### src/rtl/buffer_8bit_to_10bit_if.sv
// Byte-in / 10-bit-word-out bus for the receive-side 8b->10b unpacker.
interface buffer_8bit_to_10bit_if;
   localparam int unsigned BYTE_W = 8;
   localparam int unsigned WORD_W = 10;
   localparam int unsigned CNT_W  = 8;

   logic [BYTE_W-1:0] data_in;
   logic              align;
   logic [WORD_W-1:0] data_out;
   logic              valid;
   logic              locked;
   logic              align_err;
   logic [CNT_W-1:0]  align_err_cnt;

   modport master (
      output data_in, align,
      input  data_out, valid, locked, align_err, align_err_cnt
   );

   modport slave (
      input  data_in, align,
      output data_out, valid, locked, align_err, align_err_cnt
   );
endinterface

### src/rtl/buffer_8bit_to_10bit.sv
// Receive unpacker: rebuilds 10-bit words from a gapless byte stream (5 bytes = 4 words).
// Optional misalignment checker enabled by defining BUFFER_8TO10_ALIGN_CHECK_EN.
module buffer_8bit_to_10bit #(
   parameter int unsigned OUT_PIPE = 0
) (
   input logic                   clk,
   input logic                   rst_n,
   buffer_8bit_to_10bit_if.slave bus
);
   localparam int unsigned BYTE_W  = 8;
   localparam int unsigned WORD_W  = 10;
   localparam int unsigned PH_W    = 3;
   localparam int unsigned CNT_W   = 8;
   localparam int unsigned LAST_PH = 4;
   localparam int unsigned DEPTH   = OUT_PIPE + 1;

   typedef enum logic {
      ST_UNLOCKED = 1'b0,
      ST_LOCKED   = 1'b1
   } state_t;

   state_t            state;
   logic [PH_W-1:0]   ph;
   logic [BYTE_W-1:0] in_byte;
   logic [BYTE_W-1:0] prev_byte;
   logic              in_align;

   logic              lock_c;
   logic              emit_c;
   logic [PH_W-1:0]   cur_ph_c;
   logic [PH_W-1:0]   ph_nxt_c;
   logic [WORD_W-1:0] word_c;

   logic [WORD_W-1:0] word_s2;
   logic              valid_s2;
   logic              locked_s2;

   logic [WORD_W-1:0] data_pl   [DEPTH];
   logic              valid_pl  [DEPTH];
   logic              locked_pl [DEPTH];

   // Registered input stage
   always_ff @(posedge clk or negedge rst_n) begin
      if (!rst_n) begin
         in_byte  <= '0;
         in_align <= 1'b0;
      end else begin
         in_byte  <= bus.data_in;
         in_align <= bus.align;
      end
   end

   // Phase of the byte in the input stage and the word it completes
   always_comb begin
      lock_c   = (state == ST_LOCKED) || in_align;
      cur_ph_c = in_align ? '0 : ph;
      emit_c   = lock_c && (cur_ph_c != '0);
      ph_nxt_c = (cur_ph_c == PH_W'(LAST_PH)) ? '0 : cur_ph_c + PH_W'(1);
      word_c   = '0;
      case (cur_ph_c)
         PH_W'(1): word_c = {in_byte[1:0], prev_byte};
         PH_W'(2): word_c = {in_byte[3:0], prev_byte[7:2]};
         PH_W'(3): word_c = {in_byte[5:0], prev_byte[7:4]};
         PH_W'(4): word_c = {in_byte,      prev_byte[7:6]};
         default:  word_c = '0;
      endcase
   end

   // Lock state, phase counter and byte history
   always_ff @(posedge clk or negedge rst_n) begin
      if (!rst_n) begin
         state     <= ST_UNLOCKED;
         ph        <= '0;
         prev_byte <= '0;
      end else begin
         if (lock_c) begin
            state <= ST_LOCKED;
         end
         ph        <= lock_c ? ph_nxt_c : '0;
         prev_byte <= in_byte;
      end
   end

   // Word assembly register; holds the last word between valids
   always_ff @(posedge clk or negedge rst_n) begin
      if (!rst_n) begin
         word_s2   <= '0;
         valid_s2  <= 1'b0;
         locked_s2 <= 1'b0;
      end else begin
         if (emit_c) begin
            word_s2 <= word_c;
         end
         valid_s2  <= emit_c;
         locked_s2 <= lock_c;
      end
   end

   // Output register plus OUT_PIPE retiming stages
   always_ff @(posedge clk or negedge rst_n) begin
      if (!rst_n) begin
         for (int unsigned i = 0; i < DEPTH; i++) begin
            data_pl[i]   <= '0;
            valid_pl[i]  <= 1'b0;
            locked_pl[i] <= 1'b0;
         end
      end else begin
         data_pl[0]   <= word_s2;
         valid_pl[0]  <= valid_s2;
         locked_pl[0] <= locked_s2;
         for (int unsigned i = 1; i < DEPTH; i++) begin
            data_pl[i]   <= data_pl[i-1];
            valid_pl[i]  <= valid_pl[i-1];
            locked_pl[i] <= locked_pl[i-1];
         end
      end
   end

   assign bus.data_out = data_pl[DEPTH-1];
   assign bus.valid    = valid_pl[DEPTH-1];
   assign bus.locked   = locked_pl[DEPTH-1];

`ifdef BUFFER_8TO10_ALIGN_CHECK_EN
   logic             err_c;
   logic             err_s2;
   logic             err_tail_c;
   logic             err_pl [DEPTH];
   logic [CNT_W-1:0] err_cnt;

   // Align arriving while locked but off the group boundary
   assign err_c = in_align && (state == ST_LOCKED) && (ph != '0);

   generate
      if (DEPTH == 1) begin : g_tail_s2
         assign err_tail_c = err_s2;
      end else begin : g_tail_pl
         assign err_tail_c = err_pl[DEPTH-2];
      end
   endgenerate

   // Pulse follows its byte down the pipe; counter steps with the pulse
   always_ff @(posedge clk or negedge rst_n) begin
      if (!rst_n) begin
         err_s2  <= 1'b0;
         err_cnt <= '0;
         for (int unsigned i = 0; i < DEPTH; i++) begin
            err_pl[i] <= 1'b0;
         end
      end else begin
         err_s2    <= err_c;
         err_pl[0] <= err_s2;
         for (int unsigned i = 1; i < DEPTH; i++) begin
            err_pl[i] <= err_pl[i-1];
         end
         if (err_tail_c && (err_cnt != '1)) begin
            err_cnt <= err_cnt + CNT_W'(1);
         end
      end
   end

   assign bus.align_err     = err_pl[DEPTH-1];
   assign bus.align_err_cnt = err_cnt;
`else
   assign bus.align_err     = 1'b0;
   assign bus.align_err_cnt = '0;
`endif

endmodule

### src/flat_wrapper.sv
// flat-port wrapper written by rule: the top's interface ports become plain ports
module buffer_8bit_to_10bit_flat 
#(
   parameter int unsigned OUT_PIPE = 0
)
  (clk, rst_n, bus_data_in, bus_align, bus_data_out, bus_valid, bus_locked, bus_align_err, bus_align_err_cnt);
  buffer_8bit_to_10bit_if bus_i ();
  input logic clk;
  input logic rst_n;
  input wire logic [$bits(bus_i.data_in)-1:0] bus_data_in;
  input wire logic [$bits(bus_i.align)-1:0] bus_align;
  output wire logic [$bits(bus_i.data_out)-1:0] bus_data_out;
  output wire logic [$bits(bus_i.valid)-1:0] bus_valid;
  output wire logic [$bits(bus_i.locked)-1:0] bus_locked;
  output wire logic [$bits(bus_i.align_err)-1:0] bus_align_err;
  output wire logic [$bits(bus_i.align_err_cnt)-1:0] bus_align_err_cnt;
  assign bus_i.data_in = bus_data_in;
  assign bus_i.align = bus_align;
  assign bus_data_out = bus_i.data_out;
  assign bus_valid = bus_i.valid;
  assign bus_locked = bus_i.locked;
  assign bus_align_err = bus_i.align_err;
  assign bus_align_err_cnt = bus_i.align_err_cnt;
  buffer_8bit_to_10bit #(.OUT_PIPE(OUT_PIPE)) u_core (.clk(clk), .rst_n(rst_n), .bus(bus_i));
endmodule
### config.mk
export PLATFORM = sky130hd
export DESIGN_NAME = buffer_8bit_to_10bit_flat
export DESIGN_NICKNAME = d
export VERILOG_FILES = /design/src/rtl/buffer_8bit_to_10bit_if.sv /design/src/rtl/buffer_8bit_to_10bit.sv /design/src/flat_wrapper.sv
export SDC_FILE = /design/constraint.sdc
export NUM_CORES = 1
export LEC_CHECK = 0
export BUFFER_PORTS_ARGS = -buffer_cell sky130_fd_sc_hd__clkbuf_2
export CAP_MARGIN = 0
export CELL_PAD_IN_SITES_DETAIL_PLACEMENT = 0
export CELL_PAD_IN_SITES_GLOBAL_PLACEMENT = 1
export CORE_ASPECT_RATIO = 1.25
export CORE_MARGIN = 2
export CORE_UTILIZATION = 46
export DETAILED_ROUTE_END_ITERATION = 12
export PLACE_DENSITY = 0.82
export SYNTH_ARGS = -nofsm -noshare
export SYNTH_HDL_FRONTEND = slang
export SYNTH_SLANG_ARGS = --single-unit
### constraint.sdc
create_clock -name clk -period 3.1 [get_ports clk]
set_input_delay 0 -clock clk [delete_from_list [all_inputs] [get_ports clk]]
set_output_delay 0 -clock clk [all_outputs]
set_load 0.05 [all_outputs]
==> results of run 1 <==
-- critical path, delay by kind of cell (launching register included) --
| kind | cells | cell delay (ns) |
|---|---|---|
| and+or+nand+nor | 3 | 0.69 |
| AOI/OAI and AO/OA | 2 | 0.61 |
| DFF | 1 | 0.43 |
| adders and majority gates | 1 | 0.21 |
| buffers and inverters | 1 | 0.07 |
-- per-layer routing --
layer / global-route usage [%] / vias to the layer above / routed length [um]
met1: 17.9 / 500 / 1120
li1: - / 488 / -
met4: 5.43 / 0 / 42
met5: 0 / - / 0
met2: 24.0 / 39 / 1280
met3: 5.42 / 6 / 166
-- flip-flops by register name, indices dropped and copies added (netlist names) --
signal and count:
u_core.ph 3, u_core.valid_s2 1, u_core.locked_s2 1, u_core.word_s2 10, u_core.bus.locked 1, u_core.state 1
u_core.prev_byte 8, u_core.bus.data_out 10, u_core.in_byte 8, u_core.bus.valid 1, u_core.in_align 1
-- through the flow --
stage / setup slack (ns) / utilization, % / hold slack [ns] / std cells
CTS: 0.964 / 56.3 / 0.340 / 195
detailed placement: 1.00 / 50.9 / 0.110 / 177
finish: 0.977 / 56.3 / 0.349 / 195
global placement: 1.11 / 50.9 / 0.108 / 177
floorplan: 1.32 / - / -0.296 / 130
global route: 0.793 / 56.3 / 0.346 / 195
-- path summary, 6_finish.rpt --
| kind | slack [ns] | end | cells past startpoint | start |
|---|---|---|---|---|
| min in group asynchronous | 0.42 | u_core.bus.locked | 2 | rst_n |
| setup / recovery | 0.98 | u_core.word_s2[1] | 7 | u_core.in_align |
| hold / removal | 0.35 | u_core.in_byte[3] | 2 | bus_data_in[3] |
| hold reg to reg | 0.36 | u_core.bus.valid | 0 | u_core.valid_s2 |
| setup reg to reg | 0.98 | u_core.word_s2[1] | 7 | u_core.in_align |
| max in group asynchronous | 2.05 | u_core.in_byte[0] | 2 | rst_n |
-- kinds of logic after synthesis --
logic type / synth area share [%]
other cells: 0.224
compound gates: 17.1
flops: 67.4
simple gates: 6.29
fa+ha+maj: 2.25
buf+inv: 6.81
-- layout make-up --
class | count | area [um2] | share of cell area [%]
clock inverters | 3 | 17.5 | 0.894
repair buffers | 33 | 218 | 11.1
inverters | 5 | 18.8 | 0.958
well taps | 39 | 48.8 | 2.49
clock buffers | 5 | 68.8 | 3.51
multi-input cells | 65 | 462 | 23.6
flip-flops and latches | 45 | 1130 | 57.5
-- power breakdown --
| group | total, mW | switching, mW | internal [mW] | leakage (nW) |
|---|---|---|---|---|
| combinational | 0.406 | 0.288 | 0.117 | 0.358 |
| clock | 0.337 | 0.182 | 0.155 | 0.0439 |
| sequential | 0.729 | 0.0474 | 0.682 | 0.557 |
-- Yosys cell counts, types with 3 or more instances --
master / n / area share (%)
buf_2: 4 / 1.2
a32oi_1: 10 / 5.2
nor2_1: 4 / 0.90
dfrtp_1: 45 / 67
nand2_1: 10 / 2.2
buf_4: 9 / 4.0
a22oi_1: 10 / 4.5
a22o_1: 10 / 5.2
inv_1: 4 / 0.90
ha_1: 3 / 2.2
==> impl_metrics.yaml, run 1 <==
timing:
  tns_ns: 0
  tightestPinTransition_ns: 1.04
  finalCritPeriodShare_pct: 68.5
  setup_viol: 0
  relSlewSlack_pct: 30.7
  drv_slew: 0
  rsz0062_at_grt: "false"
  hold_violations: 0
  clock.fmax_ghz: 0.471
  finalCriticalPeriod_ns: 2.12
  fin_worst_skew_ns: 0.00752
final_layout:
  nFillCells: 302
  fin_area_um2: 1960
  layout.nets: 169
  syn2layout_area_growth_pct: 17.2
  diodes: 0
  layout-drive-gt1-share_pct: 22.4
  layout_commonest_cell: "dfrtp_1"
  layout_common_cells: "45 x dfrtp_1, 22 x clkbuf_2"
global_routing:
  grt_pass1_vias: 973
  antenna_found_initial: 0
  grt-ovfl-total: 0
  grt_start_max_net_pins: 46
  grt_pass1_wl_mm: 4.56
  track_usage_pct: 14.8
clock_network:
  clk_latency_ns: 0.29
  clk_pin_slew_ns: 0.08
  postCtsSetupBuffers: 0
  root_buffer: "clkbuf_8"
  numCtsBuffers: 5
  cts_buffer_depth: 2
  h-tree-depth: 2
  cts.sinks: 45
  tritoncts: "done"
  cts_hold_buf: 10
  cts_resized: 0
synthesis:
  ys_seq_area_share_pct: 67.4
  synth-main-ff-cell: "dfrtp_1"
  ys_ff_latch: 45
  yosysWarnings: 0
  syn_avg_cell_area_um2: 13.7
  synthCells: 122
  synth_area_um2: 1670
  synth_edf_count: 0
  ys_types: 20
  ys_async_sr_fraction_pct: 100
setup_path:
  cp_slowest_stage_delay_ns: 0.43
  critPathCaptureType: "flip-flop"
  critical_path.startpoint_type: "flip-flop"
  critical_path.max_fanout: 13
  arrival_ns: 2.31
  criticalPathCategory: "reg -> reg"
  cp.required_ns: 3.28
  cp_cell_sequence: "nor2_1 > inv_1 > ha_1 > and3b_1 > a2111oi_4 > nor2_2 > a22o_1"
  crit_path_top_delay_cell: "dfrtp_1"
placement:
  gp_congestion: 0.731
  io_buffer_count: 22
  placedInstanceArea_um2: 1770
  hpwlAfterDp_mm: 1.77
detailed_routing:
  dr.pass1.iters: 4
  drc: 0
  drt_iter0_drc: 43
  wl_per_cell_um: 13.4
  viasPerCell: 5.30
  drtAntennaViolNets: 0
  vias: 1033
  routed_wl_mm: 2.61
floorplan:
  initial_core_util_pct: 48.0
  die_h_um: 71.4
  io_pins: 32
  rows: 24
  die_area_um2: 4130
  die_w_um: 57.9
  core_area_um2: 3480
min_path:
  hold_path.class: "in -> reg"
power:
  power.total_mw: 1.47
  p_leak_nw: 0.958
  powerDensity_nw_per_um2: 751
  vdd_drop_max_uv: 497
outcome:
  outcome: "completed"
job:
  max_cap_violations: 0
(Power assumes the default switching activity.)
==> run 2, diff against run 1 <==
--- a/config.mk
+++ b/config.mk
@@ -5,15 +5,16 @@
 export SDC_FILE = /design/constraint.sdc
 export NUM_CORES = 1
 export LEC_CHECK = 0
+export ABC_AREA = 1
 export BUFFER_PORTS_ARGS = -buffer_cell sky130_fd_sc_hd__clkbuf_2
 export CAP_MARGIN = 0
 export CELL_PAD_IN_SITES_DETAIL_PLACEMENT = 0
 export CELL_PAD_IN_SITES_GLOBAL_PLACEMENT = 1
 export CORE_ASPECT_RATIO = 1.25
 export CORE_MARGIN = 2
-export CORE_UTILIZATION = 46
+export CORE_UTILIZATION = 38
 export DETAILED_ROUTE_END_ITERATION = 12
-export PLACE_DENSITY = 0.82
+export PLACE_DENSITY = 0.75
 export SYNTH_ARGS = -nofsm -noshare
 export SYNTH_HDL_FRONTEND = slang
 export SYNTH_SLANG_ARGS = --single-unit
==> constraint.sdc (replaced) <==
create_clock -name clk -period 1.9 [get_ports clk]
set_input_delay 0 -clock clk [delete_from_list [all_inputs] [get_ports clk]]
set_output_delay 0 -clock clk [all_outputs]
set_load 0.05 [all_outputs]
==> impl_metrics.yaml, run 2 <==
placement:
  hpwlAfterDp_mm: 2.13
  io_buffer_count: 22
  dp.cells: 255
  placedInstanceArea_um2: 1950
  gp_congestion: 0.815
final_layout:
  layout_common_cells: "51 x nand2_1, 45 x dfrtp_1, 22 x clkbuf_2, 20 x nand3_1"
  instances_no_fill: 273
  diodes: 0
  layout-drive-gt1-share_pct: 19.2
  syn2layout_area_growth_pct: 17.3
  layout_commonest_cell: "nand2_1"
  layout.nets: 226
  fin_area_um2: 2130
synthesis:
  synth_edf_count: 0
  ys_top_cells_by_area: "dfrtp_1 62%, nand2_1 11%, nand3_1 5.5%"
  syn_avg_cell_area_um2: 10.2
  ys_seq_area_share_pct: 62.0
  ys_async_sr_fraction_pct: 100
  synth_area_um2: 1820
  ys_ff_latch: 45
  synth_top_area_share_pct: 62.0
  synth_common_cells: "51 x nand2_1, 45 x dfrtp_1, 20 x nand3_1"
  yosysWarnings: 0
  synth-main-ff-cell: "dfrtp_1"
  yosysTopAreaCell: "dfrtp_1"
  synth.most_common_cell: "nand2_1"
  ys_types: 21
  synthCells: 178
detailed_routing:
  drt_iter0_drc: 29
  routed_wl_mm: 3.09
  wl_per_cell_um: 11.3
  viasPerCell: 4.45
  vias: 1214
  dr.pass1.iters: 5
  drtAntennaViolNets: 0
  drc: 0
power:
  powerDensity_nw_per_um2: 1270
  vdd_drop_max_uv: 575
  p_leak_nw: 1.16
floorplan:
  io_pins: 32
  initial_core_util_pct: 39.0
  die_area_um2: 5350
  die_h_um: 81.3
  rows: 28
  die_w_um: 65.8
  core_area_um2: 4660
clock_network:
  clk_pin_slew_ns: 0.08
  h-tree-depth: 2
  root_buffer: "clkbuf_8"
  cts_buffer_depth: 2
  clk_latency_ns: 0.29
  tritoncts: "done"
  cts_resized: 0
  numCtsBuffers: 5
  cts.sinks: 45
timing:
  relSlewSlack_pct: 60.0
  hold_violations: 0
  tns_ns: 0
  finalCriticalPeriod_ns: 1.66
  rsz0062_at_grt: "false"
  finalCritPeriodShare_pct: 87.5
  clock.fmax_ghz: 0.601
  drv_slew: 0
  fin_worst_skew_ns: 0.00491
  hold_ws_ns: 0.248
  tightestPinTransition_ns: 0.600
  setup_viol: 0
global_routing:
  use_met3_pct: 2.49
  use_met1_pct: 16.1
  antenna_found_initial: 0
  grtUsageMet2_pct: 22.3
  track_usage_pct: 13.5
  grt_pass1_vias: 1175
  busiest_layer: "met2"
  grt-ovfl-total: 0
  grt_start_max_net_pins: 26
  grt_pass1_wl_mm: 5.36
setup_path:
  criticalPathCategory: "reg -> reg"
  critical_path.max_fanout: 21
  critical_path.startpoint_type: "flip-flop"
  arrival_ns: 1.89
  reg2reg_depth: 7
  critPathCaptureType: "flip-flop"
  cp.required_ns: 2.13
outcome:
  outcome: "completed"
min_path:
  hold_path.class: "in -> async"
job:
  max_cap_violations: 0
run 2: final timing paths:
check,start,end,slack [ns]
worst max-delay path,u_core.in_align,u_core.word_s2[6],0.24
worst min-delay path,rst_n,u_core.state,0.25
worst max register to register,u_core.in_align,u_core.word_s2[6],0.24
worst min register to register,u_core.locked_s2,u_core.bus.locked,0.35
max in group asynchronous,rst_n,u_core.prev_byte[7],1.05
min in group clk,u_core.locked_s2,u_core.bus.locked,0.35
run 2: through the flow:
step	power (mW)	worst slack, ns	utilization [%]
detailed placement	2.16	0.245	41.8
CTS	2.74	0.215	45.7
finish	2.70	0.237	45.7
global placement	2.16	0.262	41.8
floorplan	1.98	0.334	-
global route	2.86	0.105	45.7
run 2: cells by family after synthesis:
family / after synthesis / share of synthesized area [%]
buf+inv: 26 / 8.34
flops: 45 / 62.0
other cells: 1 / 0.207
fa+ha+maj: 3 / 2.07
compound gates: 10 / 4.13
simple gates: 93 / 23.2
run 2: per-layer routing:
layer	vias up	part of all wire (%)
met4	0	2.3
met3	7	3.9
li1	623	-
met5	-	0
met1	549	44
met2	35	49
run 2: report_power, final:
part	leakage (nW)	switching [mW]	total [mW]	internal, mW
combinational	0.568	0.663	0.888	0.225
sequential	0.547	0.0895	1.26	1.17
clock	0.0450	0.291	0.545	0.255
total	1.16	1.04	2.70	1.65
run 2: repair_timing:
action,4_1_cts,5_1_grt
setup buffers,0,0
hold buffers,10,0
endpoints found under the hold margin,32,0
run 2: area by class of cell:
| cell class | count | area, um2 |
|---|---|---|
| flip-flops and latches | 45 | 1130 |
| clock buffers | 6 | 72.6 |
| fillers | 468 | 2530 |
| clock inverters | 2 | 10.0 |
| well taps | 60 | 75.1 |
| multi-input cells | 115 | 568 |
| inverters | 8 | 30.0 |
| repair buffers | 37 | 248 |
run 2: worst max-delay path: stages, from the launching register on:
cell	delay, ns
dfrtp_1	0.42
nor2_1	0.21
inv_1	0.07
ha_1	0.33
nand2_1	0.16
nand2_4	0.15
o21bai_1	0.21
nand2_1	0.06
==> run 3, diff against run 2 <==
--- a/config.mk
+++ b/config.mk
@@ -6,15 +6,15 @@
 export NUM_CORES = 1
 export LEC_CHECK = 0
 export ABC_AREA = 1
-export BUFFER_PORTS_ARGS = -buffer_cell sky130_fd_sc_hd__clkbuf_2
+export BUFFER_PORTS_ARGS = -buffer_cell sky130_fd_sc_hd__buf_4
 export CAP_MARGIN = 0
 export CELL_PAD_IN_SITES_DETAIL_PLACEMENT = 0
 export CELL_PAD_IN_SITES_GLOBAL_PLACEMENT = 1
 export CORE_ASPECT_RATIO = 1.25
 export CORE_MARGIN = 2
-export CORE_UTILIZATION = 38
+export CORE_UTILIZATION = 42
 export DETAILED_ROUTE_END_ITERATION = 12
-export PLACE_DENSITY = 0.75
+export PLACE_DENSITY = 0.79
 export SYNTH_ARGS = -nofsm -noshare
 export SYNTH_HDL_FRONTEND = slang
 export SYNTH_SLANG_ARGS = --single-unit
==> constraint.sdc (replaced) <==
create_clock -name clk -period 1.7 [get_ports clk]
set_input_delay 0 -clock clk [delete_from_list [all_inputs] [get_ports clk]]
set_output_delay 0 -clock clk [all_outputs]
set_load 0.05 [all_outputs]
==> impl_metrics.yaml, run 3 (synthesis results as in run 2) <==
setup_path:
  criticalPathCategory: "reg -> reg"
  critical_path.max_fanout: 21
  crit_top_cell: "nand2_1"
  critical-path-top-delay-family: "simple AND/OR/NAND/NOR gates"
  cp_cell_sequence: "nor2_1 > inv_1 > ha_4 > nand2_1 > nand2_4 > o21bai_1 > nand2_1"
  cp_slowest_stage_delay_ns: 0.44
  arrival_ns: 1.70
  critical_path.startpoint_type: "flip-flop"
  cp.required_ns: 1.88
  crit_path_top_delay_cell: "dfrtp_1"
  critPathBufInv: 1
  reg2reg_depth: 7
  critPathCaptureType: "flip-flop"
  cp.depth: 7
timing:
  finalCriticalPeriod_ns: 1.52
  drv_slew: 0
  clock.fmax_ghz: 0.659
  hold_violations: 0
  relSlewSlack_pct: 64.2
  fin_ws_ns: 0.182
  fin_worst_skew_ns: 0.0104
  finalCritPeriodShare_pct: 89.3
  tns_ns: 0
  setup_viol: 0
  rsz0062_at_grt: "false"
  tightestPinTransition_ns: 0.537
clock_network:
  clk_latency_ns: 0.30
  clk_pin_slew_ns: 0.08
  root_buffer: "clkbuf_8"
  cts_buffer_depth: 2
  tritoncts: "done"
  numCtsBuffers: 5
  cts.sinks: 45
  h-tree-depth: 2
global_routing:
  antenna_found_initial: 0
  track_usage_pct: 14.7
  grt_start_max_net_pins: 46
  grt_pass1_vias: 1272
  grt_pass1_wl_mm: 5.60
  grt-ovfl-total: 0
power:
  p_comb_share_pct: 31.7
  vdd_drop_max_uv: 1030
  intPower_mw: 2.11
  clkPwrFrac_pct: 24.8
  switching_share_pct: 36.1
  powerDensity_nw_per_um2: 1490
  power_frac_seq_pct: 43.5
  p_leak_nw: 1.17
  p_switching_mw: 1.19
placement:
  io_buffer_count: 22
  gp_congestion: 0.789
  place_ws_ns: 0.0152
  placedInstanceArea_um2: 1970
  hpwlAfterDp_mm: 2.10
final_layout:
  layout_commonest_cell: "nand2_1"
  layout.nets: 223
  layout_common_cells: "51 x nand2_1, 45 x dfrtp_1, 24 x buf_4, 20 x nand3_1"
  layout-drive-gt1-share_pct: 20.0
  diodes: 0
  fin_area_um2: 2210
  syn2layout_area_growth_pct: 21.8
job:
  max_cap_violations: 0
detailed_routing:
  dr.pass1.iters: 4
  drc: 0
  drt_iter0_drc: 44
  wl_per_cell_um: 11.9
  routed_wl_mm: 3.16
  viasPerCell: 4.80
  drtAntennaViolNets: 0
  vias: 1276
floorplan:
  rows: 26
  die_h_um: 77.5
  die_w_um: 62.8
  die_area_um2: 4870
  io_pins: 32
  core_area_um2: 4130
  initial_core_util_pct: 43.9
outcome:
  outcome: "completed"
min_path:
  hold_path.class: "in -> async"
-- run 3: cell types whose count changed in the layout (fill, tap and decap cells not counted), sizes merged --
cell    before  now
clkbuf      28    7
buf          5   24
clkinv       2    0
bufinv       0    1
-- run 3: area by class of cell --
| cell class | instances | area, um2 |
|---|---|---|
| clock buffers | 7 | 86.3 |
| clock inverters | 1 | 30.0 |
| fillers | 385 | 1920 |
| inverters | 8 | 30.0 |
| multi-input cells | 115 | 588 |
| flip-flops and latches | 45 | 1130 |
| well taps | 56 | 70.1 |
| repair buffers | 34 | 280 |
-- run 3: metrics by stage --
step	util [%]	std cells	total power, mW	hold WS (ns)
after floorplan	-	186	2.21	-0.296
after global placement	47.8	248	2.46	0.0174
after detailed placement	47.8	248	2.47	0.0309
after CTS	53.1	266	3.32	0.246
after global routing	53.5	266	3.48	0.291
final	53.5	266	3.30	0.235
-- run 3: final timing paths --
check,slack (ns),from,end
max,0.18,u_core.in_align,u_core.word_s2[9]
min,0.23,rst_n,u_core.prev_byte[1]
max reg2reg,0.18,u_core.in_align,u_core.word_s2[9]
min reg2reg,0.34,u_core.locked_s2,u_core.bus.locked
max in group asynchronous,1.09,rst_n,u_core.in_byte[5]
min in group clk,0.34,u_core.locked_s2,u_core.bus.locked
-- run 3: repair_timing --
action | CTS | global route
buffers inserted | 0 | 0
hold buffers | 10 | 0
setup endpoints to repair | 1 | 10
hold endpoints to repair | 54 | 0
resized for setup | 1 | 4
-- run 3: worst reg2reg max path: stages (launching register included) --
cell and delay, ns:
dfrtp_1 0.44, nor2_1 0.09, inv_1 0.14, ha_4 0.22, nand2_1 0.10, nand2_4 0.19, o21bai_1 0.15, nand2_1 0.07
-- run 3: power by group through the flow --
stage | combinational [mW] | sequential, mW | clock, mW
floorplan | 0.427 | 1.78 | 0
global placement | 1.01 | 1.45 | 0
detailed placement | 1.02 | 1.46 | 0
CTS | 1.04 | 1.44 | 0.842
global route | 1.13 | 1.47 | 0.880
finish | 1.05 | 1.44 | 0.820
-- run 3: routing by layer --
layer	vias to the layer above	track usage, %	routed length (um)
li1	620	-	-
met1	620	17.0	1360
met2	31	25.8	1610
met3	5	3.91	127
met4	0	6.22	61
met5	-	0	0
